## src/rtl/data_mem_arbiter.sv

```systemverilog
// data_mem_arbiter
// The CPU load/store path and a DMA/loader requester share one single-port
// data RAM through this block. CPU accesses are zero-latency. DMA beats can
// be grouped into bursts, and a burst locks the CPU out until it ends. A
// starvation counter forces a DMA grant when the CPU has held the port for
// MAX_WAIT cycles while DMA was asking.

module data_mem_arbiter #(
    parameter int D_WIDTH   = 32,
    parameter int BURST_MAX = 4,
    parameter int MAX_WAIT  = 8
) (
    input  logic               clk,
    input  logic               rst,
    // CPU load/store side
    input  logic               cpu_req,
    input  logic               cpu_we,
    input  logic [D_WIDTH-1:0] cpu_addr,
    input  logic [D_WIDTH-1:0] cpu_wd,
    output logic [D_WIDTH-1:0] cpu_rd,
    output logic               cpu_stall,
    // DMA / loader side
    input  logic               dma_req,
    input  logic               dma_we,
    input  logic [D_WIDTH-1:0] dma_addr,
    input  logic [D_WIDTH-1:0] dma_wd,
    input  logic               dma_last,
    output logic               dma_gnt,
    output logic [D_WIDTH-1:0] dma_rdata,
    output logic               dma_rvalid,
    output logic               burst_active,
    // RAM port
    output logic               Data_WE,
    output logic [D_WIDTH-1:0] Data_addr,
    output logic [D_WIDTH-1:0] Data_WD,
    input  logic [D_WIDTH-1:0] Data_RD
);

    localparam int BEAT_W = $clog2(BURST_MAX + 1);
    localparam int WAIT_W = $clog2(MAX_WAIT + 1);

    localparam logic [BEAT_W-1:0] BEAT_ZERO = BEAT_W'(0);
    localparam logic [BEAT_W-1:0] BEAT_ONE  = BEAT_W'(1);
    localparam logic [BEAT_W-1:0] BEAT_LIM  = BEAT_W'(BURST_MAX);
    localparam logic [WAIT_W-1:0] WAIT_ZERO = WAIT_W'(0);
    localparam logic [WAIT_W-1:0] WAIT_ONE  = WAIT_W'(1);
    localparam logic [WAIT_W-1:0] WAIT_LIM  = WAIT_W'(MAX_WAIT);

    // A burst only makes sense if more than one beat is allowed. With a
    // one-beat limit, every DMA grant is a single transfer from IDLE.
    localparam logic BURST_EN = (BURST_MAX > 1) ? 1'b1 : 1'b0;

    typedef enum logic {
        ST_IDLE  = 1'b0,
        ST_BURST = 1'b1
    } state_t;

    state_t              r_state;
    state_t              w_state_nxt;
    logic [BEAT_W-1:0]   r_beat_cnt;
    logic [BEAT_W-1:0]   w_beat_nxt;
    logic [BEAT_W-1:0]   w_beat_inc;
    logic [WAIT_W-1:0]   r_wait_cnt;
    logic [WAIT_W-1:0]   w_wait_nxt;
    logic [D_WIDTH-1:0]  r_dma_rdata;
    logic                r_dma_rvalid;

    logic                w_cpu_gnt;
    logic                w_dma_gnt;
    logic                w_forced;
    logic                w_dma_read;

    // A forced grant happens when DMA is still asking and has already waited
    // the full starvation budget.
    assign w_forced   = dma_req & (r_wait_cnt == WAIT_LIM);
    assign w_beat_inc = r_beat_cnt + BEAT_ONE;
    assign w_dma_read = w_dma_gnt & ~dma_we;

    // Grant selection: at most one owner per cycle. A burst owns the port.
    always_comb begin
        w_cpu_gnt = 1'b0;
        w_dma_gnt = 1'b0;
        case (r_state)
            ST_IDLE: begin
                if (w_forced) begin
                    w_dma_gnt = 1'b1;
                end else if (cpu_req) begin
                    w_cpu_gnt = 1'b1;
                end else if (dma_req) begin
                    w_dma_gnt = 1'b1;
                end else begin
                    w_cpu_gnt = 1'b0;
                    w_dma_gnt = 1'b0;
                end
            end
            ST_BURST: begin
                // The CPU stays locked out for the whole burst.
                w_dma_gnt = dma_req;
            end
            default: begin
                w_cpu_gnt = 1'b0;
                w_dma_gnt = 1'b0;
            end
        endcase
    end

    // RAM port mux. CPU inputs drive the port whenever DMA is not the owner,
    // so an idle port shows the CPU address without writing.
    always_comb begin
        Data_WE   = 1'b0;
        Data_addr = cpu_addr;
        Data_WD   = cpu_wd;
        if (w_dma_gnt) begin
            Data_WE   = dma_we;
            Data_addr = dma_addr;
            Data_WD   = dma_wd;
        end else begin
            Data_WE   = cpu_we & w_cpu_gnt;
            Data_addr = cpu_addr;
            Data_WD   = cpu_wd;
        end
    end

    // Next-state, beat count and starvation count.
    always_comb begin
        w_state_nxt = r_state;
        w_beat_nxt  = r_beat_cnt;
        w_wait_nxt  = r_wait_cnt;
        case (r_state)
            ST_IDLE: begin
                w_beat_nxt = BEAT_ZERO;
                if (w_dma_gnt) begin
                    w_wait_nxt = WAIT_ZERO;
                    if (!dma_last && BURST_EN) begin
                        w_state_nxt = ST_BURST;
                        w_beat_nxt  = BEAT_ONE;
                    end else begin
                        w_state_nxt = ST_IDLE;
                    end
                end else if (dma_req && (r_wait_cnt != WAIT_LIM)) begin
                    w_wait_nxt = r_wait_cnt + WAIT_ONE;
                end else begin
                    // Saturate while starved. Hold while DMA is quiet.
                    w_wait_nxt = r_wait_cnt;
                end
            end
            ST_BURST: begin
                if (!dma_req) begin
                    // The requester walked away mid-burst, so release the port.
                    w_state_nxt = ST_IDLE;
                    w_beat_nxt  = BEAT_ZERO;
                    w_wait_nxt  = WAIT_ZERO;
                end else if (dma_last || (w_beat_inc == BEAT_LIM)) begin
                    w_state_nxt = ST_IDLE;
                    w_beat_nxt  = BEAT_ZERO;
                    w_wait_nxt  = WAIT_ZERO;
                end else begin
                    w_state_nxt = ST_BURST;
                    w_beat_nxt  = w_beat_inc;
                    w_wait_nxt  = WAIT_ZERO;
                end
            end
            default: begin
                w_state_nxt = ST_IDLE;
                w_beat_nxt  = BEAT_ZERO;
                w_wait_nxt  = WAIT_ZERO;
            end
        endcase
    end

    // Arbitration state register.
    always_ff @(posedge clk or posedge rst) begin
        if (rst) begin
            r_state    <= ST_IDLE;
            r_beat_cnt <= BEAT_ZERO;
            r_wait_cnt <= WAIT_ZERO;
        end else begin
            r_state    <= w_state_nxt;
            r_beat_cnt <= w_beat_nxt;
            r_wait_cnt <= w_wait_nxt;
        end
    end

    // DMA read return path. It captures RAM data one cycle after a read grant.
    always_ff @(posedge clk or posedge rst) begin
        if (rst) begin
            r_dma_rdata  <= {D_WIDTH{1'b0}};
            r_dma_rvalid <= 1'b0;
        end else if (w_dma_read) begin
            r_dma_rdata  <= Data_RD;
            r_dma_rvalid <= 1'b1;
        end else begin
            r_dma_rdata  <= r_dma_rdata;
            r_dma_rvalid <= 1'b0;
        end
    end

    assign cpu_rd       = Data_RD;
    assign cpu_stall    = cpu_req & ~w_cpu_gnt;
    assign dma_gnt      = w_dma_gnt;
    assign dma_rdata    = r_dma_rdata;
    assign dma_rvalid   = r_dma_rvalid;
    assign burst_active = (r_state == ST_BURST);

endmodule
```

## config.mk

```make
export PLATFORM = sky130hd
export DESIGN_NAME = data_mem_arbiter
export DESIGN_NICKNAME = d
export VERILOG_FILES = /design/src/rtl/data_mem_arbiter.sv
export SDC_FILE = /design/constraint.sdc
export NUM_CORES = 1
export LEC_CHECK = 0
export CORE_AREA = 3 3 114 116
export DETAILED_ROUTE_END_ITERATION = 8
export DIE_AREA = 0 0 117 119
export PLACE_DENSITY_LB_ADDON = 0.3
export SLEW_MARGIN = 20
export SYNTH_ARGS = -nofsm -noshare
export SYNTH_HDL_FRONTEND = slang
export SYNTH_SLANG_ARGS = --single-unit
```

## constraint.sdc

```tcl
create_clock -name clk -period 2 [get_ports clk]
set_input_delay 0.4 -clock clk [delete_from_list [all_inputs] [get_ports clk]]
set_output_delay 0.4 -clock clk [all_outputs]
set_load 0.01 [all_outputs]
```

==> results of run 1 <==
-- placed cells by master, fill, tap and decap left out, drive strengths merged --
cell           netlist  routed
a31oi                2       2
inv                  5       5
nand2                4       4
nand3                2       2
nor2b                5       5
nand4                4       4
mux2                96      96
nand3b               1       1
a21oi                6       6
a32o                 1       1
buf                 44     113
clkbuf               0       5
or3                  1       1
o21ai                3       3
and4b                1       1
ha                   4       4
dfrtp               41      41
nand2b               1       1
xor2                 1       1
and3b                1       1
a211oi               1       1
clkinv               0       1
clkdlybuf4s50        0     232
-- where the power goes --
part           leakage, nW  switching [mW]  internal, mW  total (mW)
Combinational         2.44           0.612          1.23        1.84
Sequential           0.500          0.0729         0.978        1.05
Clock               0.0655           0.293         0.445       0.738
Total                 3.01           0.977          2.65        3.63
-- cell families (layout without fill, tap and decap cells) --
logic type               Yosys count  after routing  share of synthesized area [%]
multiplexers                      96             96                           39.1
AND/OR/NAND/NOR                   20             20                           4.80
flip-flops                        41             41                           37.2
AO/OA/AOI/OAI                     13             13                           3.17
buffers and inverters             49            356                           13.6
XOR/XNOR                           1              1                          0.317
adder cells (fa/ha/maj)            4              4                           1.81
-- path summary, 6_finish.rpt --
kind	from	endpoint	cells past startpoint
worst max register to register	r_wait_cnt[0]	dma_rdata[5]	7
min in group clk	dma_rdata[6]	dma_rdata[6]	1
worst min register to register	dma_rdata[6]	dma_rdata[6]	1
max in group asynchronous	rst	dma_rdata[11]	3
worst max-delay path	r_wait_cnt[0]	Data_WD[15]	11
worst min-delay path	rst	dma_rdata[19]	3
-- critical path: stages (launching register included) --
cell and delay [ns]:
dfrtp_1 0.40, inv_2 0.09, ha_4 0.13, and3b_2 0.22
o21ai_4 0.06, buf_6 0.13, buf_8 0.12, buf_12 0.13
buf_16 0.13, buf_4 0.13, mux2_4 0.29, buf_6 0.12
-- timing repair --
| action | in CTS | in global routing |
|---|---|---|
| endpoints found under the setup margin | 67 | 95 |
| resized for setup | 417 | 17 |
| pin swaps | 3 | 2 |
| endpoints found under the hold margin | 0 | 0 |
| setup buffers | 19 | 8 |
| cloned | 7 | 0 |
-- metal layers --
metal	track usage, %	vias to the layer above
met4	4.73	4
met1	19.9	1393
met3	6.25	20
li1	-	1383
met5	0	-
met2	34.7	183
-- through the flow --
step | total power [mW] | util, % | hold WS, ns | worst slack [ns] | std cells
after floorplan | 1.64 | - | 0.458 | -0.0302 | 224
after global placement | 2.60 | 47.9 | 0.467 | -0.743 | 644
after detailed placement | 2.62 | 47.9 | 0.474 | -0.769 | 644
after CTS | 3.67 | 55.3 | 0.474 | -0.652 | 676
after global routing | 3.83 | 55.2 | 0.496 | -0.699 | 678
final | 3.63 | 55.2 | 0.474 | -0.639 | 678
-- registers in the layout (all words and copies together), names as in the netlist --
name          count
burst_active      1
dma_rdata        32
dma_rvalid        1
r_beat_cnt        3
r_wait_cnt        4
-- area by class of cell --
class	instances	area [um^2]
Fill cell	1010	5380
Clock buffer	5	125
Multi-Input combinational cell	134	1620
Timing Repair Buffer	345	3650
Clock inverter	1	5.00
Sequential cell	41	1030
Tap cell	147	184
Inverter	5	21.3
==> metrics.log, run 1 <==
[metrics] via count: 2983
[metrics] Via density: 4.40
[metrics] Chip Height: 119 um
[metrics] via count of the first global-routing pass: 3374
[metrics] residual overflow from global routing: 0
[metrics] number of nets in the layout: 703
[metrics] setup slack of the most critical reg-to-reg path: 0.12 ns
[metrics] per-instance average area after synthesis: 12.3 um^2
[metrics] Antenna Cells: 0
[metrics] latest clock arrival within the worst-skew pair: 0.27 ns
[metrics] required time worst endpoint: 1.60 ns
[metrics] largest voltage drop on the vdd net: 0.511 mV
[metrics] power density over cell area: 547 nW/um^2
[metrics] number of buffers added by the clock tree synthesis step: 5
[metrics] number of buffers between clock root and the deepest sink: 2
[metrics] Final Slew Violations: 0
[metrics] Overall Global Routing Usage: 18.7%
[metrics] post-detailed-placement half-perimeter wirelength: 10100 um
[metrics] signed area change from the synthesized netlist to the final layout: 140%
[metrics] topmost layer with routed signal wires: met5
[metrics] period utilisation layout: 132%
[metrics] global-route wire length before repair: 19600 um
[metrics] run status: finished, violations left
[metrics] Worst Setup End Kind: output port
[metrics] placeable core region: 12000 um^2
[metrics] Final Hold Viols: 0
[metrics] TritonRoute pass-1 iters: 4
[metrics] startpoint kind of the worst setup timing path: flip-flop
[metrics] post-synthesis instance total: 224
[metrics] DRT iter0 DRCs: 98
[metrics] crit path time final: 2.64 ns
[metrics] Port Buffers: 299
[metrics] slack of the critical path: -0.639 ns
[metrics] transition time of the tightest slew-check pin: 0.279 ns
[metrics] biggest area contributors in the synthesized netlist: dfrtp_1 (37%), mux2_2 (36%), buf_4 (8.7%), buf_6 (3.7%), mux2_1 (3.3%)
[metrics] most instantiated flip-flop cell in the synthesis netlist: dfrtp_1
[metrics] # DRC: 0
[metrics] portion of synthesized cell area occupied by the leading cell type: 37.2%
[metrics] Clock Pin Slew Worst Setup and Hold Paths: 0.06 ns
[metrics] worst-path maximum fanout: 6
[metrics] routed len/inst: 20.2 um
[metrics] CP Data Arrival Time: 2.24 ns
[metrics] critical path type: flip-flop to output port
[metrics] normalized max-slew margin: 81.4%
[metrics] share of post-route cells with drive strength above 1: 41.2%
[metrics] share of flip-flops with an asynchronous set or reset after synthesis: 100%
[metrics] RSZ-0062 raised after global routing: true
[metrics] Worst Clk Skew: 0.00311 ns
[metrics] Met1 Wirelength: 4720 um
[metrics] number of different library cells in the post-synthesis netlist: 25
[metrics] top-level port count: 300
[metrics] sum of met3 wire segment lengths after detailed routing: 1480 um
[metrics] leading cell types by count after synthesis: mux2_2 (88), dfrtp_1 (41), buf_4 (32), buf_6 (9), mux2_1 (8)
[metrics] number of flops mapped to enable cells by yosys: 0
[metrics] post-synthesis cell area: 2760 um^2
[metrics] Die Outline Area: 13900 um^2
[metrics] nets in the synthesized netlist: 395
[metrics] share of the yosys chip area belonging to registers: 37.2%
[metrics] reported max-cap violation count: 0
[metrics] remaining antenna violation count: 0
[metrics] library cell with the largest summed area after synthesis: dfrtp_1
[metrics] post-synthesis register bit count: 41
[metrics] starting density of the core: 23.0%
[metrics] standby leakage power: 3.01 nW
[metrics] DP Area: 5750 um^2
[metrics] maximum level of the CTS H-tree: 2
[metrics] violated checks: negative setup slack
[metrics] Clock Sink Count: 41
[metrics] dominant cell by count in the synthesized netlist: mux2_2
[metrics] Tightest Hold Check Type: input pin to async pin
[metrics] initial antenna violation count: 2
[metrics] horizontal die dimension: 117 um
[metrics] routed wire length: 13700 um
[metrics] global placement routability congestion: 0.756
[metrics] TritonCTS clock tree: yes
[metrics] highest attainable clock frequency: 0.379 GHz
[metrics] number of endpoints failing setup at the final stage: 67
[metrics] clock tree root buffer cell: clkbuf_16
[metrics] largest net degree at the start of global routing: 34
[metrics] Final Instance Area: 6630 um^2
[metrics] Fin Setup TNS: -32.73 ns
[metrics] count of warnings emitted by yosys: 0
[metrics] post-cts hold buffer count: 0
[metrics] total met2 wirelength after detailed routing: 7150 um
[metrics] Placement Rows: 40
(Power assumes the default switching activity.)
==> run 2, diff against run 1 <==
Settings changed: ABC_AREA from default to 1, CORE_AREA 3 3 114 116 to 2 2 115 117, RECOVER_POWER from default to 50.
==> metrics.log, run 2 <==
[metrics] Overall Power: 4.20 mW (+16%)
[metrics] number of buffers between clock root and the deepest sink: 2 (unchanged)
[metrics] period utilisation layout: 111% (-21 points)
[metrics] signed area change from the synthesized netlist to the final layout: 133%
[metrics] largest voltage drop on the vdd net: 0.445 mV (-13%)
[metrics] library cell with the largest summed area after synthesis: dfrtp_1
[metrics] RSZ-0062 raised after global routing: true
[metrics] number of nets in the layout: 899 (+28%)
[metrics] Via density: 4.42 (+0.43%)
[metrics] Chip Height: 119 um (unchanged)
[metrics] number of fillers in the final layout: 1200 (+19%)
[metrics] Final Slew Violations: 0 (unchanged)
[metrics] Overall Global Routing Usage: 19.2% (+0.45 points)
[metrics] DRT iter0 DRCs: 146 (+49%)
[metrics] highest attainable clock frequency: 0.449 GHz (+18%)
[metrics] TritonCTS clock tree: yes
[metrics] Synth Area in Compound Gates: 0.782% (-2.4 points)
[metrics] maximum level of the CTS H-tree: 2 (unchanged)
[metrics] routed len/inst: 16.0 um (-20%)
[metrics] post-detailed-placement half-perimeter wirelength: 10200 um (+0.85%)
[metrics] share of flip-flops with an asynchronous set or reset after synthesis: 100% (unchanged)
[metrics] biggest area contributors in the synthesized netlist: dfrtp_1 (36%), nand2_1 (35%), buf_4 (8.3%), nand4_1 (7.4%), buf_6 (2.3%)
[metrics] xor and xnor area share after synthesis: 0.608% (+0.29 points)
[metrics] TritonRoute pass-1 iters: 4 (unchanged)
[metrics] Cells after DPL: 881 (+37%)
[metrics] placeable core region: 12900 um^2 (+7.2%)
[metrics] Port Buffers: 299 (unchanged)
[metrics] Worst Setup End Kind: output port
[metrics] leading cell types by count after synthesis: nand2_1 (265), dfrtp_1 (41), nand4_1 (34), buf_4 (32), buf_2 (12)
[metrics] number of flops mapped to enable cells by yosys: 0 (unchanged)
[metrics] violated checks: negative setup slack
[metrics] startpoint kind of the worst setup timing path: flip-flop
[metrics] run status: finished, violations left
[metrics] share of post-route cells with drive strength above 1: 32.4% (-8.9 points)
[metrics] transition time of the tightest slew-check pin: 1.02 ns (+0.743 ns)
[metrics] number of buffers added by the clock tree synthesis step: 5 (unchanged)
[metrics] Finished Layout Cells: 905 (+33%)
[metrics] Die Outline Area: 13900 um^2 (unchanged)
[metrics] slack of the critical path: -0.227 ns (+0.412 ns)
[metrics] largest net degree at the start of global routing: 42 (+24%)
[metrics] # DRC: 0 (unchanged)
[metrics] clock tree root buffer cell: clkbuf_16
[metrics] per-instance average area after synthesis: 6.52 um^2 (-47%)
[metrics] portion of synthesized cell area occupied by the leading cell type: 35.6% (-1.5 points)
[metrics] number of endpoints failing setup at the final stage: 65 (-3.0%)
[metrics] Fin Setup TNS: -11.95 ns (+20.79 ns)
[metrics] initial antenna violation count: 0 (-2)
[metrics] Placement Rows: 42 (+5.0%)
[metrics] normalized max-slew margin: 31.9% (-50 points)
[metrics] power density over cell area: 625 nW/um^2 (+14%)
[metrics] crit path time final: 2.23 ns (-0.412 ns)
[metrics] routed wire length: 14500 um (+6.2%)
[metrics] category of cells accounting for the largest share of critical-path delay: buffers and inverters
[metrics] most common cell after layout, fill and taps aside: clkdlybuf4s50_1
[metrics] standby leakage power: 3.29 nW (+9.1%)
[metrics] reported max-cap violation count: 0 (unchanged)
[metrics] Clock Pin Slew Worst Setup and Hold Paths: 0.06 ns (about the same)
[metrics] share of the yosys chip area belonging to registers: 35.6% (-1.5 points)
[metrics] worst-path cell chain: inv_2 -> ha_4 -> nand2_2 -> inv_2 -> nand2_4 -> nand2_4 -> nand2_8 -> clkinv_8 -> buf_12 -> buf_12 -> nand2_2 -> nand2_2 -> buf_6
[metrics] CP Data Arrival Time: 1.83 ns (-0.41 ns)
[metrics] critical path type: flip-flop to output port
[metrics] global-route wire length before repair: 20700 um (+5.8%)
[metrics] Clock Sink Count: 41 (unchanged)
[metrics] highest-count cells in the layout ignoring fill and taps: clkdlybuf4s50_1 (229), nand2_1 (154), nand2_2 (97), dfrtp_1 (41), buf_6 (39)
[metrics] post-synthesis register bit count: 41 (unchanged)
[metrics] core occupancy in the finished layout: 52.2% (-3.0 points)
[metrics] number of different library cells in the post-synthesis netlist: 20 (-20%)
[metrics] Worst path max stage delay: 0.38 ns (-0.02 ns)
[metrics] register area: 1030 um^2 (unchanged)
[metrics] CP Buf/Inv Count: 6 (-1)
[metrics] latest clock arrival within the worst-skew pair: 0.28 ns (about the same)
[metrics] horizontal die dimension: 117 um (unchanged)
[metrics] Antenna Cells: 0 (unchanged)
[metrics] Tightest Hold Check Type: flip-flop to flip-flop
[metrics] global placement routability congestion: 0.886 (+17%)
[metrics] Worst Clk Skew: 0.00570 ns (+0.00259 ns)
[metrics] post-synthesis mux area share: 0% (-39 points)
[metrics] top-level port count: 300 (unchanged)
[metrics] number of flip-flops under the largest register name: 32 (unchanged)
[metrics] Final Hold Viols: 0 (unchanged)
[metrics] synthesized-area fraction occupied by adder cells: 1.74% (-0.076 points)
[metrics] simple-gate share of the synthesized area: 45.5% (+41 points)
[metrics] remaining antenna violation count: 0 (unchanged)
[metrics] count of warnings emitted by yosys: 0 (unchanged)
[metrics] most instantiated flip-flop cell in the synthesis netlist: dfrtp_1
[metrics] dominant cell by count in the synthesized netlist: nand2_1
[metrics] nets in the synthesized netlist: 613 (+55%)
[metrics] worst-path maximum fanout: 8 (+2)
[metrics] starting density of the core: 22.4% (-0.61 points)
[metrics] Worst path slowest cell: dfrtp_1
[metrics] area of combinational cells with multiple inputs: 1790 um^2 (+10%)
[metrics] via count: 3999 (+34%)
[metrics] post-synthesis cell area: 2880 um^2 (+4.3%)
[metrics] most numerous cell on the critical path: nand2_2
[metrics] post-cts hold buffer count: 0 (unchanged)
[metrics] largest family of logic cells by synthesized area: simple AND/OR/NAND/NOR gates
[metrics] post-synthesis instance total: 442 (+97%)
[metrics] residual overflow from global routing: 0 (unchanged)
[metrics] via count of the first global-routing pass: 4093 (+21%)
[metrics] required time worst endpoint: 1.60 ns (about the same)
[run 2: final timing paths]
path | slack (ns) | endpoint | start | cells after the start
setup / recovery | -0.23 | Data_addr[23] | r_wait_cnt[0] | 13
hold / removal | 0.47 | dma_rdata[20] | dma_rdata[20] | 2
setup reg to reg | 0.16 | dma_rdata[2] | r_wait_cnt[0] | 11
hold reg to reg | 0.47 | dma_rdata[20] | dma_rdata[20] | 2
max in group asynchronous | 0.49 | r_wait_cnt[2] | rst | 3
min in group asynchronous | 0.88 | dma_rdata[20] | rst | 3
[run 2: kinds of logic (layout without fill, tap and decap cells)]
logic type / Yosys count / count (layout)
adder cells (fa/ha/maj): 4 / 4
AND/OR/NAND/NOR: 318 / 318
buffers and inverters: 73 / 360
XOR/XNOR: 2 / 2
AO/OA/AOI/OAI: 4 / 4
flip-flops: 41 / 41
[run 2: worst min-delay path, stage by stage, from the launching register on]
cell and delay, ns:
dfrtp_1 0.34, nand2_1 0.05, nand2_1 0.05
[run 2: what timing repair did]
action / CTS / global route
endpoints found under the setup margin: 67 / 68
gates resized for setup: 337 / 137
pin swaps: 6 / 24
hold endpoints to repair: 0 / 0
buffers inserted: 9 / 1
cloned: 9 / 2
[run 2: stage by stage]
step / hold WS, ns / worst slack [ns] / instance area (um^2)
floorplan: 0.470 / 0.199 / 2880
CTS: 0.474 / -0.286 / 6340
global placement: 0.452 / -0.772 / 5910
detailed placement: 0.459 / -0.780 / 5910
finish: 0.470 / -0.227 / 6720
global route: 0.494 / -0.357 / 6720
[run 2: power by group]
| group | internal (mW) | switching, mW |
|---|---|---|
| Sequential | 1.00 | 0.0958 |
| Combinational | 1.29 | 1.03 |
| Clock | 0.462 | 0.314 |
| Total | 2.76 | 1.44 |
[run 2: layer usage]
| layer | GRT usage, % | share of wire [%] |
|---|---|---|
| met1 | 20.8 | 36 |
| met2 | 34.9 | 51 |
| met4 | 6.91 | 3.6 |
| met3 | 5.34 | 8.8 |
| met5 | 0 | 0 |
[run 2: final cells by class]
| type | count | share of cell area, % |
|---|---|---|
| multi-input combinational | 328 | 26.7 |
| timing repair buffer | 337 | 51.6 |
| inverter | 15 | 1.02 |
| clock buffer | 6 | 1.92 |
| sequential | 41 | 15.3 |
| tap | 176 | 3.28 |
| clock inverter | 2 | 0.224 |
==> run 3, diff against run 2 <==
Settings changed: CELL_PAD_IN_SITES_DETAIL_PLACEMENT from default to 0, CELL_PAD_IN_SITES_GLOBAL_PLACEMENT from default to 1, CORE_AREA 2 2 115 117 to default, CORE_UTILIZATION from default to 16, DIE_AREA 0 0 117 119 to default.
==> metrics.log, run 3 (synthesized netlist as in run 2, its figures left out) <==
[metrics] run status: finished, violations left
[metrics] violated checks: negative setup slack
[metrics] Clock Pin Slew Worst Setup and Hold Paths: 0.06 ns (about the same)
[metrics] Final Instance Area: 6670 um^2 (-0.63%)
[metrics] power density over cell area: 620 nW/um^2 (-0.76%)
[metrics] routed len/inst: 15.5 um (-3.5%)
[metrics] Worst path slowest cell: dfrtp_1
[metrics] initial antenna violation count: 3 (+3)
[metrics] share of post-route cells with drive strength above 1: 30.5% (-1.9 points)
[metrics] starting density of the core: 16.5% (-5.8 points)
[metrics] via count: 3948 (-1.3%)
[metrics] worst slack at placement: -0.705 ns (+0.0747 ns)
[metrics] sum of met3 wire segment lengths after detailed routing: 1510 um (+18%)
[metrics] Overall Power: 4.14 mW (-1.4%)
[metrics] maximum level of the CTS H-tree: 2 (unchanged)
[metrics] via count of the first global-routing pass: 3939 (-3.8%)
[metrics] Worst path max stage delay: 0.40 ns (+0.02 ns)
[metrics] latest clock arrival within the worst-skew pair: 0.28 ns (about the same)
[metrics] worst-path maximum fanout: 8 (unchanged)
[metrics] signed area change from the synthesized netlist to the final layout: 132%
[metrics] horizontal die dimension: 136 um (+16%)
[metrics] Worst Clk Skew: 0.00433 ns (-0.00137 ns)
[metrics] area of combinational cells with multiple inputs: 1710 um^2 (-4.8%)
[metrics] worst-path cell chain: inv_2 -> ha_4 -> nand2_2 -> inv_2 -> nand2_2 -> nand2_4 -> nand2_8 -> buf_8 -> buf_16 -> nand2_2 -> nand2_1 -> buf_2
[metrics] residual overflow from global routing: 0 (unchanged)
[metrics] Clock Sink Count: 41 (unchanged)
[metrics] core occupancy in the finished layout: 38.3% (-14 points)
[metrics] normalized max-slew margin: 29.4% (-2.5 points)
[metrics] crit path time final: 2.25 ns (+0.0208 ns)
[metrics] largest voltage drop on the vdd net: 0.407 mV (-8.6%)
[metrics] register area: 1030 um^2 (unchanged)
[metrics] period utilisation layout: 112% (+1.0 points)
[metrics] DP Area: 6070 um^2 (+2.6%)
[metrics] Via density: 4.05 (-8.4%)
[metrics] Met1 Wirelength: 5560 um (+5.3%)
[metrics] required time worst endpoint: 1.60 ns (about the same)
[metrics] largest net degree at the start of global routing: 42 (unchanged)
[metrics] number of fillers in the final layout: 1793 (+49%)
[metrics] critical path type: flip-flop to output port
[metrics] WHS: 0.470 ns (-0.000219 ns)
[metrics] Port Buffers: 299 (unchanged)
[metrics] number of buffers between clock root and the deepest sink: 2 (unchanged)
[metrics] routed wire length: 15100 um (+3.9%)
[metrics] number of buffers added by the clock tree synthesis step: 5 (unchanged)
[metrics] capturing point of the worst reg2reg path: dma_rdata[8]
[metrics] most numerous cell on the critical path: nand2_2
[metrics] CP Data Arrival Time: 1.85 ns (+0.02 ns)
[metrics] worst setup path end: Data_addr[17]
[metrics] slack of the critical path: -0.247 ns (-0.0208 ns)
[metrics] Worst Setup End Kind: output port
[metrics] # DRC: 0 (unchanged)
[metrics] startpoint of the worst register-to-register path: r_wait_cnt[0]
[metrics] Die Outline Area: 18600 um^2 (+33%)
[metrics] TritonRoute pass-1 iters: 4 (unchanged)
[metrics] transition time of the tightest slew-check pin: 1.06 ns (+0.0374 ns)
[metrics] top-level port count: 300 (unchanged)
[metrics] RSZ-0062 raised after global routing: true
[metrics] setup slack of the most critical reg-to-reg path: 0.14 ns (-0.02 ns)
[metrics] Setup crit start: r_wait_cnt[0]
[metrics] remaining antenna violation count: 0 (unchanged)
[metrics] most common cell after layout, fill and taps aside: clkdlybuf4s50_1
[metrics] post-detailed-placement half-perimeter wirelength: 11100 um (+8.8%)
[metrics] clock tree root buffer cell: clkbuf_16
[metrics] reported max-cap violation count: 0 (unchanged)
[metrics] total met2 wirelength after detailed routing: 7720 um (+4.0%)
[metrics] Chip Height: 136 um (+14%)
[metrics] number of nets in the layout: 918 (+2.1%)
[metrics] Final Hold Viols: 0 (unchanged)
[metrics] TritonCTS clock tree: yes
[metrics] Tightest Hold Check Type: flip-flop to flip-flop
[metrics] global placement routability congestion: 0.825 (-6.9%)
[metrics] Placement Rows: 48 (+14%)
[metrics] number of flip-flops under the largest register name: 32 (unchanged)
[metrics] number of endpoints failing setup at the final stage: 66 (+1.5%)
[metrics] standby leakage power: 3.26 nW (-0.77%)
[metrics] Final Slew Violations: 0 (unchanged)
[metrics] highest attainable clock frequency: 0.445 GHz (-0.92%)
[metrics] highest-count cells in the layout ignoring fill and taps: clkdlybuf4s50_1 (229), nand2_1 (181), nand2_2 (77), buf_2 (52), dfrtp_1 (41)
[metrics] DRT iter0 DRCs: 105 (-28%)
[metrics] post-cts hold buffer count: 0 (unchanged)
[metrics] Overall Global Routing Usage: 15.4% (-3.8 points)
[metrics] topmost layer with routed signal wires: met5
[metrics] path depth of the worst reg2reg path: 11 (unchanged)
[metrics] global-route wire length before repair: 21700 um (+4.6%)
[metrics] startpoint kind of the worst setup timing path: flip-flop
[metrics] placeable core region: 17400 um^2 (+35%)
run 3: worst min path at each step:
stage | to | from | cells past startpoint | slack [ns]
floorplan | r_beat_cnt[0] | r_beat_cnt[0] | 1 | 0.47
global placement | dma_rdata[11] | dma_rdata[11] | 2 | 0.45
detailed placement | dma_rdata[17] | dma_rdata[17] | 2 | 0.46
CTS | dma_rdata[17] | dma_rdata[17] | 2 | 0.47
global route | dma_rdata[24] | dma_rdata[24] | 2 | 0.49
finish | dma_rdata[26] | dma_rdata[26] | 2 | 0.47
run 3: power breakdown:
group | internal [mW] | leakage (nW) | switching [mW]
Combinational | 1.27 | 2.68 | 0.993
Sequential | 1.00 | 0.519 | 0.0979
Clock | 0.464 | 0.0652 | 0.312
Total | 2.73 | 3.26 | 1.40
run 3: repair_timing:
action | CTS | global route
setup endpoints to repair | 67 | 78
gates resized for setup | 368 | 49
gates cloned | 7 | 2
setup buffers | 16 | 5
pin swaps | 45 | 23
run 3: per-stage QoR:
step                setup TNS [ns]  std cells
finish                      -13.57        975
detailed placement          -50.05        939
global route                -20.33        975
global placement            -50.63        939
CTS                         -19.53        969
floorplan                        0        442
run 3: area by class of cell:
class,count,share of cell area [%]
tap,225,4.22
timing repair buffer,356,51.7
inverter,15,1.03
antenna,2,0.0750
sequential,41,15.4
multi-input combinational,328,25.6
clock buffer,8,2.04
run 3: worst max-delay path: cells and delay by family (launching register included):
| kind | cells | cell delay, ns |
|---|---|---|
| and+or+nand+nor | 6 | 0.40 |
| buffers and inverters | 5 | 0.61 |
| DFF | 1 | 0.40 |
| adders and majority gates | 1 | 0.14 |
run 3: routing by layer:
metal / vias up / global-route usage, %
li1: 1965 / -
met1: 1769 / 16.6
met2: 196 / 28.5
met3: 16 / 4.70
met4: 2 / 4.26
met5: - / 0
==> edit: new RTL, settings of run 3 <==
Reset style: synchronous (`rst`), changed in 2 clocked blocks.
--- a/src/rtl/data_mem_arbiter.sv
+++ b/src/rtl/data_mem_arbiter.sv
@@ -171,3 +171,3 @@
     // Arbitration state register.
-    always_ff @(posedge clk or posedge rst) begin
+    always_ff @(posedge clk) begin
         if (rst) begin
@@ -184,3 +184,3 @@
     // DMA read return path. It captures RAM data one cycle after a read grant.
-    always_ff @(posedge clk or posedge rst) begin
+    always_ff @(posedge clk) begin
         if (rst) begin
Formal check against the unedited RTL: differs if rst is asserted again (counterexample within 4 cycles, from zero or initial values and one cycle with rst high); with rst held inactive, the same outputs for 10 cycles.
==> edit against run 3 <==
The run still ends with setup timing left. Routed wire length rose by 1.8%. Sequential cell count did not move. Highest routed layer is now met4. Setup slack improved by 210 ps. Clock power rose by 2%. Critical endpoint is now Data_addr[14]. Design area rose by 6.5%. Non-clock buffer count did not move. Power fell by 26%. Clock skew rose by 2.8 ps. Area after synthesis rose by 6.9%. Via count rose by 8.8%. Global-route usage fell by 0.24 points.
==> edit: results (changes against run 3) <==
INFO  metric non_clock_inverter_count = 45 (+30)
INFO  metric worstPathMaxFanout = 5 (-3)
INFO  metric source_of_the_worst_register_to_register_timing_path = r_wait_cnt[0]
INFO  metric dp_hpwl = 10900 um (-1.6%)
INFO  metric synth.area.top_cells = sky130_fd_sc_hd__dfxtp_1, sky130_fd_sc_hd__nand2_1, sky130_fd_sc_hd__nand3_1, sky130_fd_sc_hd__buf_4, sky130_fd_sc_hd__inv_1
INFO  metric drt-initial-drc-count = 121 (+15%)
INFO  metric antenna_found_initial = 0 (-3)
INFO  metric final.setup.worst_slack = -37.5 ps (+210 ps)
INFO  metric power.leakage = 3.37 nW (+3.2%)
INFO  metric wire_length_of_the_first_global_routing_pass = 23500 um (+8.2%)
INFO  metric async_flop_share = 0% (-100 points)
INFO  metric seq_share = 11.6% (-3.8 points)
INFO  metric status = complete, but fails checks
INFO  metric nets = 987 (+7.5%)
INFO  metric detail_route.first_pass.iterations = 5 (+1)
INFO  metric slew_headroom = 50.5% (+21 points)
INFO  metric synth_compound_area_share = 7.55% (+6.8 points)
INFO  metric wl = 15400 um (+1.8%)
INFO  metric route.detailed.vias_per_inst = 4.09 (+0.90%)
INFO  metric global_route.usage.met3 = 4.52% (-0.18 points)
INFO  metric place_congestion = 0.817 (-0.92%)
INFO  metric area_share_nonclk_buffers = 50.4% (-1.3 points)
INFO  metric num_antenna_cells = 0 (-2)
INFO  metric post_synth_xor_area_fraction = 0% (-0.61 points)
INFO  metric fillcell_total = 1992 (+11%)
INFO  metric syn_nets = 694 (+13%)
INFO  metric violations = setup timing
INFO  metric finalSetupViolations = 20 (-70%)
INFO  metric vdd_ir_drop_max = 0.264 mV (-35%)
-- edit: worst paths after layout --
check | to | depth (start not counted) | slack [ps]
setup / recovery | Data_addr[14] | 9 | -40
hold / removal | r_beat_cnt[0] | 1 | 460
setup reg to reg | dma_rdata[29] | 12 | 160
hold reg to reg | r_beat_cnt[0] | 1 | 460
-- edit: stage by stage --
stage          TNS [ps]  std cells  hold slack, ps
4_1_cts           -1680       1051             469
3_3_place_gp     -41410       1020             457
3_5_place_dp     -40750       1020             460
6_report           -165       1051             462
2_1_floorplan         0        523             431
5_1_grt           -4800       1051             492
-- edit: power breakdown --
| group | internal, W | total (W) | switching [W] |
|---|---|---|---|
| clock | 0.000458 | 0.000794 | 0.000336 |
| combinational | 0.000813 | 0.00140 | 0.000583 |
| sequential | 0.000859 | 0.000882 | 0.0000227 |
| total | 0.00213 | 0.00307 | 0.000942 |
-- edit: metal layers --
layer  vias up  routed length, um
met1      1874               6250
li1       2217                  -
met5         -                  0
met2       194               7590
met4         0                165
met3         9               1340
